--- src/rtl/seq_shift_mult.sv ---
// seq_shift_mult: radix-2 sequential shift-add multiplier, signed or unsigned.
//   clk, rst          : clock, synchronous active-high reset
//   in_valid/in_ready : operand handshake (a, b, is_signed latched on accept)
//   out_valid/out_ready : product handshake, p held until taken
//   busy              : high while iterating over multiplier bits
module seq_shift_mult #(
  parameter int unsigned WIDTH = 8
) (
  input  logic               clk,
  input  logic               rst,
  input  logic               in_valid,
  output logic               in_ready,
  input  logic [WIDTH-1:0]   a,
  input  logic [WIDTH-1:0]   b,
  input  logic               is_signed,
  output logic               out_valid,
  input  logic               out_ready,
  output logic [2*WIDTH-1:0] p,
  output logic               busy
);

  localparam int unsigned CW = $clog2(WIDTH);

  typedef enum logic [1:0] {
    IDLE,
    CALC,
    DONE
  } state_e;

  state_e               state_q;
  logic [WIDTH-1:0]     a_q;
  logic [WIDTH-1:0]     b_q;
  logic                 sgn_q;
  logic [CW-1:0]        cnt_q;
  logic [2*WIDTH-1:0]   acc_q;
  logic [2*WIDTH-1:0]   p_q;

  logic [2*WIDTH-1:0]   a_ext;
  logic [2*WIDTH-1:0]   pp_term;
  logic [2*WIDTH-1:0]   acc_d;
  logic                 last;
  logic                 accept;

  always_comb begin
    a_ext   = sgn_q ? {{WIDTH{a_q[WIDTH-1]}}, a_q} : {{WIDTH{1'b0}}, a_q};
    pp_term = a_ext << cnt_q;
    last    = (cnt_q == CW'(WIDTH - 1));
    acc_d   = acc_q;
    if (b_q[cnt_q]) begin
      // In signed mode the multiplier MSB carries weight -2^(WIDTH-1).
      if (sgn_q && last) begin
        acc_d = acc_q - pp_term;
      end else begin
        acc_d = acc_q + pp_term;
      end
    end
    in_ready = (state_q == IDLE) || ((state_q == DONE) && out_ready);
    accept   = in_valid && in_ready;
  end

  // Acceptance is handled ahead of the state case: it can only fire in IDLE
  // or DONE, which gives the DONE->CALC back-to-back path for free.
  always_ff @(posedge clk) begin
    if (rst) begin
      state_q <= IDLE;
      a_q     <= '0;
      b_q     <= '0;
      sgn_q   <= 1'b0;
      cnt_q   <= '0;
      acc_q   <= '0;
      p_q     <= '0;
    end else if (accept) begin
      a_q     <= a;
      b_q     <= b;
      sgn_q   <= is_signed;
      cnt_q   <= '0;
      acc_q   <= '0;
      state_q <= CALC;
    end else begin
      case (state_q)
        CALC: begin
          acc_q <= acc_d;
          if (last) begin
            p_q     <= acc_d;
            cnt_q   <= '0;
            state_q <= DONE;
          end else begin
            cnt_q <= cnt_q + CW'(1);
          end
        end
        DONE: begin
          if (out_ready) begin
            state_q <= IDLE;
          end
        end
        IDLE: begin
          state_q <= IDLE;
        end
        default: begin
          state_q <= IDLE;
        end
      endcase
    end
  end

  assign out_valid = (state_q == DONE);
  assign busy      = (state_q == CALC);
  assign p         = p_q;

endmodule

--- config.mk ---
export PLATFORM = sky130hd
export DESIGN_NAME = seq_shift_mult
export DESIGN_NICKNAME = d
export VERILOG_FILES = /design/src/rtl/seq_shift_mult.sv
export SDC_FILE = /design/constraint.sdc
export NUM_CORES = 1
export LEC_CHECK = 0
export CORE_UTILIZATION = 52
export DETAILED_ROUTE_END_ITERATION = 12
export HOLD_SLACK_MARGIN = 0.05
export PLACE_DENSITY_LB_ADDON = 0.12
export SLEW_MARGIN = 20
export SYNTH_ARGS = -nofsm -noshare
export SYNTH_HDL_FRONTEND = slang
export SYNTH_SLANG_ARGS = --single-unit
export TNS_END_PERCENT = 5
--- constraint.sdc ---
create_clock -name clk -period 4.3 [get_ports clk]
set_input_delay 0.43 -clock clk [delete_from_list [all_inputs] [get_ports clk]]
set_output_delay 0.43 -clock clk [all_outputs]
set_load 0.02 [all_outputs]
Word level (Yosys, flattened, before mapping) --
Cells that the tools add are included.
Cells by class: add/sub/neg operators 3, $lt $le $gt $ge 1, eq/ne operators 7, shift-type cells 1, muxes and demuxes 10, bitwise operators 1, reductions and logical operators 9
Operator list (number):
- $mux W16 | 3
- $add A16 B16 Y16 | 1
- $shl A16 B3 Y16 | 1
- $sub A16 B16 Y16 | 1
- $ne A3 B1 Y1 const B | 2
- $lt A3 B4 Y1 const B | 1
- $mux W2 | 2
- $ne A2 B1 Y1 const B | 2
- $pmux W2 S2 | 1
- $reduce_and A2 Y1 | 2
- $add A3 B1 Y3 const B | 1
- $bmux W1 S3 | 1
- $eq A3 B3 Y1 const B | 1
- $logic_and A1 B1 Y1 | 3
- $mux W3 | 1
- $reduce_and A3 Y1 | 1
- $eq A2 B1 Y1 const B | 1
- $eq A2 B2 Y1 const B | 1
- $logic_not A2 Y1 | 1
- $mux W1 | 2
- $reduce_or A2 Y1 | 1
- $logic_or A1 B1 Y1 | 1
- $not A1 Y1 | 1
Storage, ports and cells: register bits 54, bits of input ports 21, output and inout port bits 19, word-level logic and storage cells 40

Logic depth before layout (Yosys ltp) --
word-level depth 6, depth in mapped cells 21, mapped depth without buffers 18

Worst setup path after synthesis --
Ideal clock, no wire load.
path kind reg2reg, start point register cnt_q[0], end point register p_q[15], in the netlist p[15], library setup time 91 ps, data arrival time 4410 ps, slack -201 ps, stages on the path, launching flop included 20, path buffers 3, period minus slack after synthesis 4501 ps, cells stage by stage dfxtp_1 buf_6 buf_2 clkbuf_1 mux2i_1 or3_1 ha_1 o21ai_0 nand3b_1 o41ai_1 a31oi_1 xor2_1 a22o_1 ha_1 or2_2 a311oi_1 o31ai_1 xnor2_1 or3_1 a311oi_1
On the way: longest elaborated chain between the ends 4, elaborated cells between the ends (all ways) 10
Ends and longest elaborated chain:
- from (decl) | line 34 | logic [CW-1:0] cnt_q;
- from (signal assigned) | line 88 | cnt_q <= cnt_q + CW'(1);
- $shl A16 B3 Y16 or $eq A3 B3 Y1 (tied branches) | line 46, 47
- $add A16 B16 Y16 (tied with other cells) | line 54 | acc_d = acc_q + pp_term;
- $mux W16 | line 51 | if (sgn_q && last) begin
- $mux W16 | line 49 | if (b_q[cnt_q]) begin
- to (signal assigned) | line 71 | p_q <= '0;
- to (signal assigned) | line 84 | p_q <= acc_d;
- to (decl) | line 36 | logic [2*WIDTH-1:0] p_q;
Several ways; a longest one is shown, not always the timed one. The select of a mux whose other input is x is not followed. A chain may end at the register's enable or synchronous reset.

Worst setup path after layout --
start point register cnt_q[0], end point register p_q[13], in the netlist p[13]
The elaborated chain is that of the path after synthesis.

==> out/qor.yml <==
status: "complete, no violations"
ctsLongestPathBuffers: 2
async_flop_share_pct: 0
rsz0062_at_grt: "true"
core_sq_um: 6790
synth_seq_cells: 54
grt_overflow: 0
cp_max_fo: 7
yosys_most_used_dff: "dfxtp_1"
drv_cap: 0
fp-row-count: 30
synth-warning-count: 0
die_width_um: 86.0
synth_most_common_cell: "nand2_1"
hold_viol: 0
place_inst: 608
insertion_delay_ns: 0.31
endpoint: "p[13]$_SDFFE_PP0P_"
startpoint: "cnt_q[0]$_SDFFE_PP0P_"
min_period_over_period_pct: 97.1
use_met2_pct: 45.4
yosys.area.top_type: "dfxtp_1"
grt_max_degree: 24
ant_nets: 0
grt.total_usage_pct: 26.1
slew_headroom_pct: 43.8
fin_ws_ns: 0.123
yosysSeqAreaShare_pct: 29.5
vias: 3575
yosys-top-cells-count: "nand2_1 (102), a21oi_1 (59), dfxtp_1 (54)"
path_clk_slew_ns: 0.10
wirelength_um: 9300
drc: 0
yosysUniqueCellTypes: 56
r2r_end: "p[13]$_SDFFE_PP0P_"
fin_nets: 562
die_y_um: 86.0
slew_violations: 0
busiest_layer: "met2"
reg2reg_depth: 18
power_w: 0.00133
io_pins: 40
fin_area_sq_um: 4450
powerDensity_nw_per_um2: 300
synth.area.top_cells: "dfxtp_1 (29%), nand2_1 (10%), a21oi_1 (8.1%)"
final.setup_skew_ns: 0.00477
via_per_inst: 5.78
cts_tree: "built"
min_path_type: "register to register"
r2r_start: "cnt_q[0]$_SDFFE_PP0P_"
placed_area_sq_um: 4200
grt_first_pass_wirelength_um: 15400
r2r_slack_ns: 0.12
critPathLaunchType: "register"
synth_cells: 486
worstMarginPinSlew_ns: 0.843
critPathKind: "register to register"
ir_drop_mv: 0.203
num-fill-cells: 609
h-tree-depth: 2
setup_violations: 0
endpoint_kind: "register"
antenna_found_initial: 0
fin_crit_ns: 4.18
layoutNonFillerInstCount: 619
worstPathArrival_ns: 4.43
first_pass_iters: 5
num_antenna_cells: 0
synth_edf_count: 0
cts_root_buf: "clkbuf_8"
use_met3_pct: 3.75
clock_sinks: 54
yosys.area.top_type_share_pct: 29.5
drt_iter0_markers: 187
start_util_pct: 54.0
wl_per_cell_um: 15.0
post-dp-hpwl_um: 6790
leakagePower_nw: 1.62
cp.required_ns: 4.55
die_area_sq_um: 7390
syn_area_sq_um: 3670
use_met1_pct: 32.1
grt_pass1_vias: 3300
syn_to_final_growth_pct: 21.3
hold_slack_ns: 0.458
syn-num-nets: 526
drive_above_1_share_pct: 12.0
preCtsSetupSlack_ns: 0.0142
synth_area_per_cell_sq_um: 7.55
gp_congestion: 0.979
numPortBuffers: 39
fmax_ghz: 0.239
numCtsBuffers: 5
how the worst min path moves through the flow:
| stage | cells after the start | slack [ns] | endpoint | start |
|---|---|---|---|---|
| global route | 2 | 0.49 | b_q[4]$_SDFFE_PP0P_ | b_q[4]$_SDFFE_PP0P_ |
| CTS | 2 | 0.46 | b_q[0]$_SDFFE_PP0P_ | b_q[0]$_SDFFE_PP0P_ |
| floorplan | 2 | 0.43 | b_q[2]$_SDFFE_PP0P_ | b_q[2]$_SDFFE_PP0P_ |
| detailed placement | 2 | 0.45 | b_q[0]$_SDFFE_PP0P_ | b_q[0]$_SDFFE_PP0P_ |
| finish | 2 | 0.46 | p[8]$_SDFFE_PP0P_ | p[8]$_SDFFE_PP0P_ |
| global placement | 2 | 0.44 | b_q[0]$_SDFFE_PP0P_ | b_q[0]$_SDFFE_PP0P_ |
power breakdown:
group	switching [W]	internal, W
registers	0.0000161	0.000515
clock network	0.000170	0.000172
logic	0.000253	0.000207
total	0.000438	0.000893
layout make-up:
class / count / area [sq um] / share of cell area (%)
inverter: 13 / 48.8 / 1.10
timing repair buffer: 61 / 563 / 12.7
clock buffer: 5 / 68.8 / 1.55
multi-input combinational: 387 / 2520 / 56.7
clock inverter: 3 / 40.0 / 0.900
tap: 96 / 120 / 2.70
sequential: 54 / 1090 / 24.4
metal layers:
layer | vias up | part of all wire (%)
met5 | - | 0
met4 | 0 | 3.1
met3 | 22 | 4.7
met2 | 103 | 48
met1 | 1669 | 44
li1 | 1781 | -
cells in the final DEF (no fill, tap or decap), types with 2 or more instances in the layout:
cell type | Yosys | layout
nand3b_1 | 2 | 2
xor2_1 | 12 | 12
a31oi_1 | 4 | 2
o21ai_2 | 1 | 3
a31oi_2 | 0 | 2
nor3_1 | 5 | 5
or2_4 | 1 | 2
nor2_1 | 39 | 38
buf_4 | 0 | 21
clkbuf_8 | 0 | 5
mux2i_1 | 6 | 3
a211oi_1 | 12 | 12
and3_1 | 2 | 2
o21ai_0 | 31 | 26
clkinv_2 | 0 | 2
mux2i_2 | 0 | 3
o21ai_1 | 1 | 4
nor3b_1 | 4 | 4
dfxtp_1 | 54 | 52
o21a_1 | 5 | 5
nand3_1 | 5 | 5
a311oi_1 | 9 | 7
nor2b_1 | 3 | 3
inv_1 | 12 | 12
nand2_1 | 102 | 102
a21oi_1 | 59 | 58
a2111oi_0 | 3 | 2
nand2b_1 | 6 | 5
or3_1 | 6 | 6
o41ai_4 | 0 | 2
ha_1 | 18 | 17
mux4_2 | 6 | 7
and2_1 | 7 | 7
clkdlybuf4s50_1 | 0 | 39
a21o_1 | 3 | 3
xnor2_1 | 10 | 10
o31a_1 | 2 | 2
cells by family (layout without fill, tap and decap cells):
family / after synthesis / after routing / synth area share [%]
XOR/XNOR: 22 / 22 / 5.25
buffers and inverters: 45 / 82 / 4.91
multiplexers: 15 / 15 / 6.65
adder cells (fa/ha/maj): 19 / 19 / 6.69
AND/OR/NAND/NOR: 188 / 188 / 22.7
AO/OA/AOI/OAI: 143 / 143 / 24.3
flip-flops: 54 / 54 / 29.5
critical path: stages (launching register included):
cell	delay, ns
dfxtp_4	0.39
buf_8	0.13
mux4_2	0.54
o21ai_2	0.21
nand3b_1	0.17
o41ai_4	0.44
buf_4	0.18
xnor2_1	0.07
ha_1	0.34
and4_1	0.22
a21oi_1	0.14
nand2_1	0.12
a311oi_4	0.26
buf_4	0.16
buf_4	0.10
o21a_1	0.10
nor3_1	0.05
or3_1	0.37
a21oi_1	0.14
timing repair:
item,CTS,global route
endpoints found under the setup margin,2,10
pin swaps,1,14
buffers inserted,0,3
resized for setup,2,30
hold endpoints to repair,0,0
hold buffers,0,0
stage by stage:
stage | util [%] | setup TNS [ns]
after floorplan | - | 0
after global placement | 61.8 | 0
after detailed placement | 61.8 | 0
after CTS | 63.5 | 0
after global routing | 65.5 | -0.135
final | 65.5 | 0
sequential cells by signal (all words and copies together) (netlist names):
register	flops
sgn_q	1
a_q	8
acc_q	16
state_q	2
p	16
cnt_q	3
b_q	8
No activity file was read; power rests on OpenSTA's default activity.
